### config.mk
export PLATFORM = sky130hd
export DESIGN_NAME = modu_ampl_demod_flat
export DESIGN_NICKNAME = d
export VERILOG_FILES = /design/src/rtl/modu_ampl_pkg.sv /design/src/rtl/modu_ampl_demod_if.sv /design/src/rtl/modu_avg_acc.sv /design/src/rtl/modu_ampl_demod.sv /design/src/flat_wrapper.sv
export SDC_FILE = /design/constraint.sdc
export NUM_CORES = 1
export LEC_CHECK = 0
export BUFFER_PORTS_ARGS = -buffer_cell sky130_fd_sc_hd__buf_4
export CORE_MARGIN = 3
export CORE_UTILIZATION = 55
export DETAILED_ROUTE_END_ITERATION = 7
export GPL_ROUTABILITY_DRIVEN = 1
export PLACE_DENSITY = 0.74
export SKIP_LAST_GASP = 1
export SLEW_MARGIN = 5
export SYNTH_ARGS = -nofsm -noshare
export SYNTH_HDL_FRONTEND = slang
export SYNTH_HIERARCHICAL = 1
export SYNTH_SLANG_ARGS = --single-unit
export TNS_END_PERCENT = 30
### constraint.sdc
create_clock -name clk -period 3.2 [get_ports clk]
set_input_delay 0.16 -clock clk [delete_from_list [all_inputs] [get_ports clk]]
set_output_delay 0.16 -clock clk [all_outputs]
set_load 0.02 [all_outputs]
### src/rtl/modu_ampl_pkg.sv
// Shared definitions for the AM demodulator slice.
//   DATA_W      : width of ADC samples and recovered samples
//   BIAS        : default offset-binary midscale
//   CLIP_W      : width of the saturating clip counter
//   avg_state_t : block-averager FSM encoding
package modu_ampl_pkg;

  localparam int DATA_W = 12;
  localparam int BIAS   = 2047;
  localparam int CLIP_W = 16;

  typedef enum logic [1:0] {
    IDLE  = 2'd0,
    ACCUM = 2'd1,
    DUMP  = 2'd2
  } avg_state_t;

endpackage

### src/rtl/modu_ampl_demod_if.sv
// Sample-stream interface of the AM demodulator.
//   en, adc_valid, adc_data : sample input side (driven by master)
//   modu_data, modu_valid   : recovered sample stream
//   avg_data, avg_valid     : block average stream
//   clip_cnt                : saturating clipped-sample count
interface modu_ampl_demod_if;
  import modu_ampl_pkg::*;

  logic              en;
  logic              adc_valid;
  logic [DATA_W-1:0] adc_data;
  logic [DATA_W-1:0] modu_data;
  logic              modu_valid;
  logic [DATA_W-1:0] avg_data;
  logic              avg_valid;
  logic [CLIP_W-1:0] clip_cnt;

  modport master (
    output en, adc_valid, adc_data,
    input  modu_data, modu_valid, avg_data, avg_valid, clip_cnt
  );

  modport slave (
    input  en, adc_valid, adc_data,
    output modu_data, modu_valid, avg_data, avg_valid, clip_cnt
  );

endinterface

### src/rtl/modu_avg_acc.sv
// Block averager: sums 2^AVG_LOG2 recovered samples and emits their
// truncated mean.
//   clk, rst     : clock, async active-high reset
//   en           : block enable; low discards any partial block
//   sample_valid : qualifies sample
//   sample       : recovered sample to accumulate
//   avg_data     : mean of the last completed block (held between strobes)
//   avg_valid    : one-cycle strobe qualifying avg_data
module modu_avg_acc
  import modu_ampl_pkg::*;
#(
  parameter int AVG_LOG2 = 4
) (
  input  logic              clk,
  input  logic              rst,
  input  logic              en,
  input  logic              sample_valid,
  input  logic [DATA_W-1:0] sample,
  output logic [DATA_W-1:0] avg_data,
  output logic              avg_valid
);

  localparam int ACC_W = DATA_W + AVG_LOG2;
  localparam logic [AVG_LOG2-1:0] LAST = '1;

  avg_state_t        state, state_next;
  logic [ACC_W-1:0]  acc, acc_next;
  logic [AVG_LOG2-1:0] cnt, cnt_next;
  logic [DATA_W-1:0] avg_data_next;
  logic              avg_valid_next;
  logic [ACC_W-1:0]  sample_ext;

  assign sample_ext = {{AVG_LOG2{1'b0}}, sample};

  always_ff @(posedge clk or posedge rst) begin
    if (rst) begin
      state     <= IDLE;
      acc       <= '0;
      cnt       <= '0;
      avg_data  <= '0;
      avg_valid <= 1'b0;
    end else begin
      state     <= state_next;
      acc       <= acc_next;
      cnt       <= cnt_next;
      avg_data  <= avg_data_next;
      avg_valid <= avg_valid_next;
    end
  end

  // The counter only needs to spot the last sample of a block; it wraps
  // harmlessly on that add because DUMP reloads it anyway.
  always_comb begin
    state_next     = state;
    acc_next       = acc;
    cnt_next       = cnt;
    avg_data_next  = avg_data;
    avg_valid_next = 1'b0;

    case (state)
      IDLE: begin
        acc_next = '0;
        cnt_next = '0;
        if (en) state_next = ACCUM;
      end

      ACCUM: begin
        if (!en) begin
          state_next = IDLE;
          acc_next   = '0;
          cnt_next   = '0;
        end else if (sample_valid) begin
          acc_next = acc + sample_ext;
          cnt_next = cnt + 1'b1;
          if (cnt == LAST) state_next = DUMP;
        end
      end

      DUMP: begin
        // The upper DATA_W bits of the accumulator are exactly acc >> AVG_LOG2.
        avg_data_next  = acc[AVG_LOG2 +: DATA_W];
        avg_valid_next = 1'b1;
        if (!en) begin
          state_next = IDLE;
          acc_next   = '0;
          cnt_next   = '0;
        end else if (sample_valid) begin
          // A sample arriving during DUMP starts the next block so none is lost.
          state_next = ACCUM;
          acc_next   = sample_ext;
          cnt_next   = {{(AVG_LOG2-1){1'b0}}, 1'b1};
        end else begin
          state_next = ACCUM;
          acc_next   = '0;
          cnt_next   = '0;
        end
      end

      default: begin
        state_next = IDLE;
        acc_next   = '0;
        cnt_next   = '0;
      end
    endcase
  end

endmodule

### src/rtl/modu_ampl_demod.sv
// AM demodulator top: removes the offset-binary bias, doubles and clamps
// each sample into the unsigned 12-bit range, counts clipped samples, and
// feeds the recovered stream to the block averager.
//   clk, rst : clock, async active-high reset
//   bus      : sample-stream interface (slave side)
module modu_ampl_demod #(
  parameter int BIAS     = modu_ampl_pkg::BIAS,
  parameter int AVG_LOG2 = 4
) (
  input logic               clk,
  input logic               rst,
  modu_ampl_demod_if.slave  bus
);
  import modu_ampl_pkg::*;

  // One guard bit beyond 14 keeps the doubled difference exact for any BIAS.
  localparam int D_W = DATA_W + 3;
  localparam logic signed [D_W-1:0] BIAS_S = D_W'(BIAS);
  localparam logic signed [D_W-1:0] MAX_D  = D_W'(4095);
  localparam logic [CLIP_W-1:0]     CLIP_MAX = '1;

  logic                    accept;
  logic signed [D_W-1:0]   diff;
  logic signed [D_W-1:0]   dbl;
  logic [DATA_W-1:0]       clamped;
  logic                    clip;

  logic [DATA_W-1:0]       modu_data_q;
  logic                    modu_valid_q;
  logic [CLIP_W-1:0]       clip_cnt_q;
  logic [DATA_W-1:0]       avg_data_w;
  logic                    avg_valid_w;

  always_comb begin
    accept  = bus.en & bus.adc_valid;
    diff    = $signed({3'b000, bus.adc_data}) - BIAS_S;
    dbl     = diff <<< 1;
    clip    = 1'b0;
    clamped = dbl[DATA_W-1:0];
    if (dbl[D_W-1]) begin
      clamped = '0;
      clip    = 1'b1;
    end else if (dbl > MAX_D) begin
      clamped = '1;
      clip    = 1'b1;
    end
  end

  // modu_data holds its last value when no sample arrives; only the
  // strobe drops.
  always_ff @(posedge clk or posedge rst) begin
    if (rst) begin
      modu_data_q  <= '0;
      modu_valid_q <= 1'b0;
      clip_cnt_q   <= '0;
    end else begin
      modu_valid_q <= accept;
      if (accept) modu_data_q <= clamped;
      if (accept && clip && (clip_cnt_q != CLIP_MAX)) clip_cnt_q <= clip_cnt_q + 1'b1;
    end
  end

  modu_avg_acc #(
    .AVG_LOG2 (AVG_LOG2)
  ) u_avg (
    .clk          (clk),
    .rst          (rst),
    .en           (bus.en),
    .sample_valid (modu_valid_q),
    .sample       (modu_data_q),
    .avg_data     (avg_data_w),
    .avg_valid    (avg_valid_w)
  );

  assign bus.modu_data  = modu_data_q;
  assign bus.modu_valid = modu_valid_q;
  assign bus.clip_cnt   = clip_cnt_q;
  assign bus.avg_data   = avg_data_w;
  assign bus.avg_valid  = avg_valid_w;

endmodule

### src/flat_wrapper.sv
// flat-port wrapper written by rule: the top's interface ports become plain ports
module modu_ampl_demod_flat import modu_ampl_pkg::*;
#(
  parameter int BIAS     = modu_ampl_pkg::BIAS,
  parameter int AVG_LOG2 = 4
)
  (clk, rst, bus_en, bus_adc_valid, bus_adc_data, bus_modu_data, bus_modu_valid, bus_avg_data, bus_avg_valid, bus_clip_cnt);
  modu_ampl_demod_if bus_i ();
  input logic clk;
  input logic rst;
  input wire logic [$bits(bus_i.en)-1:0] bus_en;
  input wire logic [$bits(bus_i.adc_valid)-1:0] bus_adc_valid;
  input wire logic [$bits(bus_i.adc_data)-1:0] bus_adc_data;
  output wire logic [$bits(bus_i.modu_data)-1:0] bus_modu_data;
  output wire logic [$bits(bus_i.modu_valid)-1:0] bus_modu_valid;
  output wire logic [$bits(bus_i.avg_data)-1:0] bus_avg_data;
  output wire logic [$bits(bus_i.avg_valid)-1:0] bus_avg_valid;
  output wire logic [$bits(bus_i.clip_cnt)-1:0] bus_clip_cnt;
  assign bus_i.en = bus_en;
  assign bus_i.adc_valid = bus_adc_valid;
  assign bus_i.adc_data = bus_adc_data;
  assign bus_modu_data = bus_i.modu_data;
  assign bus_modu_valid = bus_i.modu_valid;
  assign bus_avg_data = bus_i.avg_data;
  assign bus_avg_valid = bus_i.avg_valid;
  assign bus_clip_cnt = bus_i.clip_cnt;
  modu_ampl_demod #(.BIAS(BIAS), .AVG_LOG2(AVG_LOG2)) u_core (.clk(clk), .rst(rst), .bus(bus_i));
endmodule
==> impl_results.md, run 1 <==
* Result of the run: finished, final reports clean
* Syn nets at 390
* Origin of the worst setup path: u_core/bus.modu_data[0]$_DFFE_PP0P_
* Clock network latency to the later pin of the worst-skew pair at 0.34 ns
* Clock transition at the registers of the reported paths at 0.07 ns
* Sequential share of the synthesized area at 0.444
* Leading cell type in the layout, fill and taps excluded: sky130_fd_sc_hd__dfrtp_1
* Count of placed standard cells including taps at 479
* Die width at 87 um
* First drt pass iteration count at 4
* First-pass GRT wire length at 13,700 um
* Cell leakage power at 2.05 nW
* Multi-input logic area at 1890 sq um
* Leftover overflow at the end of global routing at 0
* Fin crit period at 2.42 ns
* Total area of sequential cells at 1600 sq um
* Startpoint of the most critical register-to-register path: u_core/bus.modu_data[0]$_DFFE_PP0P_
* Clock tree from TritonCTS: done
* Worst endpoint required time at 3.43 ns
* Placeable core region at 6130 sq um
* Total negative slack at 0 ns
* Post-synthesis sequential element count at 64
* Antenna violations before repair at 0
* # Max-Cap Violations at 0
* Routed vias at 2,978
* Period utilisation layout at 0.758
* Signed area change from the synthesized netlist to the final layout at 18.7%
* DR iter-0 viols at 218
* Clock H-tree levels at 3
* Post-route cell area at 4280 sq um
* Count of pins over their slew limit at 0
* Hold Buf Count CTS at 0
* Placed cell area at 4110 sq um
* WP data arrival at 2.65 ns
* Finished Layout Cells at 494
* Vias in the first global route at 2,812
* Tightest slew margin relative to the limit at 0.288
* Peak clock frequency supported by timing at 413 MHz
* Row cnt at 28
* Worst-Margin Slew at 1.07 ns
* Worst supply voltage drop on vdd at 409 uV
* Power density of the placed cells at 469 nW/um^2
* Port Buffer Count at 57
* Fraction of registers with async set/reset at 1.00
* Top FF cell, synth: sky130_fd_sc_hd__dfrtp_1
* Hold Crit Class: in2async
* Via-to-Cell Ratio at 6.03
* Layout cells sized above 1 at 0.239
* Commonest cells after routing, fill and taps aside: sky130_fd_sc_hd__dfrtp_1, sky130_fd_sc_hd__buf_4, sky130_fd_sc_hd__nand2_1, sky130_fd_sc_hd__nor2_1, sky130_fd_sc_hd__ha_1
* Skew final at 0.0122 ns
* Clock root buffer: sky130_fd_sc_hd__clkbuf_8
* Hold slack at 0.0679 ns
* Post-synth EDFFs at 0
* Path type of the worst setup path: reg2reg
* Final net count at 451
* Yosys Warn Count at 6
* Crit. End Element: register
* Count of instances resized after the clock tree is built at 0
* Antenna cells at 0
* Setup fix buffers added after clock tree synthesis at 0
* Finish-stage setup viols at 0
* Placement-stage worst setup slack at 0.794 ns
* Routed wire length per instance at 16.3 um
* Num CTS Buffers at 9
* Count of nets left with antenna violations after detail routing at 0
* Post-synthesis cell count at 354
* PnR worst setup slack at 0.776 ns
* Total clock sinks at 64
* CP Launch Type: register
* Number of hold violations in the final report at 0
* Die area at 7570 sq um
* Starting Density at 0.589
* Placer's final routability congestion estimate at 0.910
* All-layer global routing usage at 0.230
* Critical path peak fanout at 4
* Boundary pin count at 58
* Post-Route WL at 8030 um
* Netlist area before placement at 3610 sq um
* Total power draw at 2.01 mW
* Utilization after layout at 0.698
* # DRC at 0
* Detailed Place HPWL at 5890 um
* Die height at 87 um
* Fill cell total of the finished layout at 515
* RSZ-0062 raised after global routing: false
* Post-Synthesis Mean Instance Area at 10.2 sq um
* Max Buffers Root-to-Sink at 2
* Post-synth cell types at 57
* Largest net degree at the start of global routing at 30
==> per-layer routing <==
metal  up-vias  track usage  routed length (um)
met1      1459        0.317                3650
met5         -            0                   0
li1       1426            -                   -
met4         0       0.0892                 126
met3        12       0.0341                 429
met2        81        0.365                3830
==> cell families (layout without fill, tap and decap cells) <==
group / Yosys count / count (layout) / synth area share
AND/OR/NAND/NOR: 116 / 116 / 0.170
AO/OA/AOI/OAI: 84 / 84 / 0.171
flip-flops: 64 / 64 / 0.444
buffers and inverters: 28 / 93 / 0.0319
XOR/XNOR: 27 / 27 / 0.0655
adder cells (fa/ha/maj): 20 / 20 / 0.0714
multiplexers: 15 / 15 / 0.0468
==> state kept, by name, summed over array words and instances, names as in the netlist <==
signal / cells
u_core/bus.modu_data: 12
u_core/u_avg/acc: 16
u_core/u_avg/cnt: 4
u_core/u_avg/state: 2
u_core/bus.clip_cnt: 16
u_core/u_avg/avg_data: 12
u_core/bus.modu_valid: 1
u_core/u_avg/avg_valid: 1
==> report_power, final <==
group,internal (mW),total [mW],switching (mW)
clock,0.317,0.620,0.303
combinational,0.180,0.430,0.250
sequential,0.869,0.956,0.0874
==> worst paths after layout <==
check | to | slack [ns] | depth (start not counted)
max reg2reg | u_core/u_avg/acc[12]$_DFFE_PP0P_ | 0.78 | 9
min reg2reg | u_core/u_avg/avg_data[3]$_DFFE_PP0P_ | 0.51 | 1
max in group asynchronous | u_core/u_avg/acc[7]$_DFFE_PP0P_ | 2.44 | 3
min | u_core/u_avg/acc[14]$_DFFE_PP0P_ | 0.07 | 2
min in group clk | u_core/u_avg/state[1]$_DFFE_PP0P_ | 0.14 | 2
max | u_core/u_avg/acc[12]$_DFFE_PP0P_ | 0.78 | 9
==> Yosys cell counts, drive strengths merged, types with 2 or more instances <==
master / instances / area (sq um)
mux2: 15 / 169
nor2b: 2 / 12.5
nor3: 6 / 30.0
inv: 17 / 63.8
and3: 7 / 45.1
clkbuf: 9 / 35.0
nand2b: 4 / 25.0
o211ai: 2 / 15.0
o31ai: 5 / 42.5
xnor2: 13 / 114
nand2: 34 / 128
o21a: 2 / 15.0
or4: 3 / 30.0
a21oi: 10 / 50.1
a31oi: 4 / 40.0
nand4: 14 / 100
nor2: 22 / 85.1
a41oi: 3 / 26.3
a211o: 3 / 26.3
nand3: 14 / 70.1
a22oi: 10 / 75.1
o2111ai: 2 / 23.8
xor2: 14 / 123
and4: 4 / 37.5
a22o: 14 / 123
dfrtp: 64 / 1600
o21ai: 20 / 100
buf: 2 / 16.3
ha: 19 / 238
==> area by class of cell <==
type	instances	share of cell area
Timing Repair Buffer	61	0.107
Tap cell	75	0.0219
Sequential cell	64	0.374
Clock buffer	12	0.0362
Multi-Input combinational cell	262	0.442
Inverter	17	0.0149
Clock inverter	3	0.00409
==> critical path: stages (launching register included) <==
cell and delay (ns):
sky130_fd_sc_hd__dfrtp_1 0.40, sky130_fd_sc_hd__ha_1 0.20, sky130_fd_sc_hd__inv_1 0.06, sky130_fd_sc_hd__fa_1 0.38, sky130_fd_sc_hd__and2b_1 0.24, sky130_fd_sc_hd__o2111ai_2 0.14
sky130_fd_sc_hd__a211o_1 0.36, sky130_fd_sc_hd__a31oi_4 0.18, sky130_fd_sc_hd__o22ai_1 0.09, sky130_fd_sc_hd__a22o_1 0.25
Power figures use the tool's default switching activity.
==> run 2: changes to the inputs <==
==> constraint.sdc (replaced) <==
create_clock -name clk -period 2.45 [get_ports clk]
set_input_delay 0.1225 -clock clk [delete_from_list [all_inputs] [get_ports clk]]
set_output_delay 0.1225 -clock clk [all_outputs]
set_load 0.02 [all_outputs]
==> impl_results.md, run 2 (synthesis gave the netlist of run 1 again) <==
* Result of the run: finished, final reports clean
* Placed cell area at 4120 sq um (+0.37%)
* Routed metal-1 wirelength at 3670 um (+0.71%)
* Die area at 7570 sq um (unchanged)
* Vias in the first global route at 2,755 (-2.0%)
* Antenna cells at 0 (unchanged)
* Clock root buffer: sky130_fd_sc_hd__clkbuf_8
* Total clock sinks at 64 (unchanged)
* Critical path peak fanout at 4 (unchanged)
* Number of hold violations in the final report at 0 (unchanged)
* WP data arrival at 2.62 ns (-0.03 ns)
* Commonest cells after routing, fill and taps aside: sky130_fd_sc_hd__buf_4, sky130_fd_sc_hd__dfrtp_1, sky130_fd_sc_hd__nand2_1, sky130_fd_sc_hd__nor2_1, sky130_fd_sc_hd__ha_1
* Leading cell type in the layout, fill and taps excluded: sky130_fd_sc_hd__buf_4
* Signed area change from the synthesized netlist to the final layout at 20.6%
* Fill cell total of the finished layout at 481 (-6.6%)
* Clock transition at the registers of the reported paths at 0.07 ns (about the same)
* Final net count at 456 (+1.1%)
* Die width at 87 um (unchanged)
* First drt pass iteration count at 6 (+2)
* Die height at 87 um (unchanged)
* Met2 Routed Length at 3830 um (-0.13%)
* Crit. End Element: register
* # Max-Cap Violations at 0 (unchanged)
* Path type of the worst setup path: reg2reg
* Finish-stage setup viols at 0 (unchanged)
* Post-Route WL at 8110 um (+0.90%)
* Uppermost metal layer occupied by signal nets: met4
* Clock network latency to the later pin of the worst-skew pair at 0.34 ns (about the same)
* Skew final at 0.0121 ns (-0.0000926 ns)
* First-pass GRT wire length at 13,300 um (-2.9%)
* Worst supply voltage drop on vdd at 546 uV (+33%)
* Count of nets left with antenna violations after detail routing at 0 (unchanged)
* Antenna violations before repair at 0 (unchanged)
* Cell leakage power at 2.07 nW (+1.0%)
* Count of pins over their slew limit at 0 (unchanged)
* Worst endpoint required time at 2.68 ns (-0.75 ns)
* Detailed Place HPWL at 5870 um (-0.40%)
* Port Buffer Count at 57 (unchanged)
* Routed vias at 2,991 (+0.44%)
* Routed wire length per instance at 16.2 um (-0.31%)
* Largest net degree at the start of global routing at 30 (unchanged)
* Tightest slew margin relative to the limit at 0.346 (+0.0582)
* DR iter-0 viols at 265 (+22%)
* Placement-stage worst setup slack at 0.0411 ns (-0.753 ns)
* Max Buffers Root-to-Sink at 2 (unchanged)
* Power density of the placed cells at 604 nW/um^2 (+29%)
* Clock H-tree levels at 3 (unchanged)
* Row cnt at 28 (unchanged)
* All-layer global routing usage at 0.223 (-0.00639)
* PnR worst setup slack at 0.0596 ns (-0.716 ns)
* Post-route cell area at 4350 sq um (+1.6%)
* Clock tree from TritonCTS: done
* Worst-Margin Slew at 0.978 ns (-0.0897 ns)
* Placer's final routability congestion estimate at 0.893 (-1.9%)
* Placeable core region at 6130 sq um (unchanged)
* Layout cells sized above 1 at 0.259 (+0.0202)
* Length of routed met3 wiring at 477 um (+11%)
* Num CTS Buffers at 9 (unchanged)
* Peak clock frequency supported by timing at 418 MHz (+1.4%)
* Starting Density at 0.589 (unchanged)
* Total power draw at 2.63 mW (+31%)
* Boundary pin count at 58 (unchanged)
* # DRC at 0 (unchanged)
* Period utilisation layout at 0.976 (+0.218)
* CP Launch Type: register
* Leftover overflow at the end of global routing at 0 (unchanged)
* Via-to-Cell Ratio at 5.98 (-0.77%)
* Hold Crit Class: in2reg
* Fin crit period at 2.39 ns (-0.0337 ns)
* Utilization after layout at 0.710 (+0.0114)
## run 2: changes by cell type in the layout (fill, tap and decap cells not counted), sizes merged
cell / delta
clkinvlp: +1
clkinv: +2
clkbuf: -2
dlygate4sd3: +1
buf: +4
## run 2: where the power goes
group          internal, mW  switching, mW
combinational         0.250          0.340
clock                 0.387          0.402
sequential             1.13          0.116
total                  1.77          0.858
## run 2: cell type report
| cell class | instances | area, sq um | share of cell area |
|---|---|---|---|
| multi-input cells | 262 | 1920 | 0.442 |
| flip-flops and latches | 64 | 1600 | 0.368 |
| repair buffers | 66 | 498 | 0.114 |
| clock buffers | 10 | 138 | 0.0316 |
| well taps | 75 | 93.8 | 0.0216 |
| inverters | 17 | 63.8 | 0.0147 |
| clock inverters | 6 | 35.0 | 0.00805 |
## run 2: worst paths after layout
check,cells past startpoint,slack [ns],start,end
setup reg to reg,9,0.06,u_core/bus.modu_data[0]$_DFFE_PP0P_,u_core/u_avg/acc[14]$_DFFE_PP0P_
hold / removal,2,0.09,bus_en,u_core/u_avg/state[1]$_DFFE_PP0P_
min in group asynchronous,4,0.41,rst,u_core/bus.clip_cnt[7]$_DFFE_PP0P_
setup / recovery,9,0.06,u_core/bus.modu_data[0]$_DFFE_PP0P_,u_core/u_avg/acc[14]$_DFFE_PP0P_
hold reg to reg,2,0.51,u_core/u_avg/acc[0]$_DFFE_PP0P_,u_core/u_avg/acc[0]$_DFFE_PP0P_
max in group asynchronous,4,1.35,rst,u_core/u_avg/cnt[1]$_DFFE_PP0P_
## run 2: worst max-delay path: stages (launching register included)
cell	delay, ns
sky130_fd_sc_hd__dfrtp_1	0.41
sky130_fd_sc_hd__ha_2	0.20
sky130_fd_sc_hd__inv_1	0.06
sky130_fd_sc_hd__fa_2	0.34
sky130_fd_sc_hd__and2b_2	0.25
sky130_fd_sc_hd__o2111ai_4	0.14
sky130_fd_sc_hd__a211o_1	0.33
sky130_fd_sc_hd__a31oi_4	0.20
sky130_fd_sc_hd__a31oi_1	0.10
sky130_fd_sc_hd__a211o_1	0.23
## run 2: layer usage
metal,track usage,vias up
met5,0,-
met4,0.0935,0
met3,0.0378,12
met2,0.357,84
met1,0.301,1454
li1,-,1441
## run 2: metrics by stage
stage          hold slack, ns  setup TNS, ns  cells
2_1_floorplan           0.201              0    354
3_3_place_gp            0.223              0    481
3_5_place_dp            0.230              0    481
4_1_cts                0.0812              0    498
5_1_grt                0.0928        -0.0549    500
6_report               0.0902              0    500
## run 2: timing repair
action	CTS	global route
resized for setup	0	6
setup endpoints to repair	0	3
endpoints found under the hold margin	47	0
buffers inserted	0	2
hold buffers	1	0
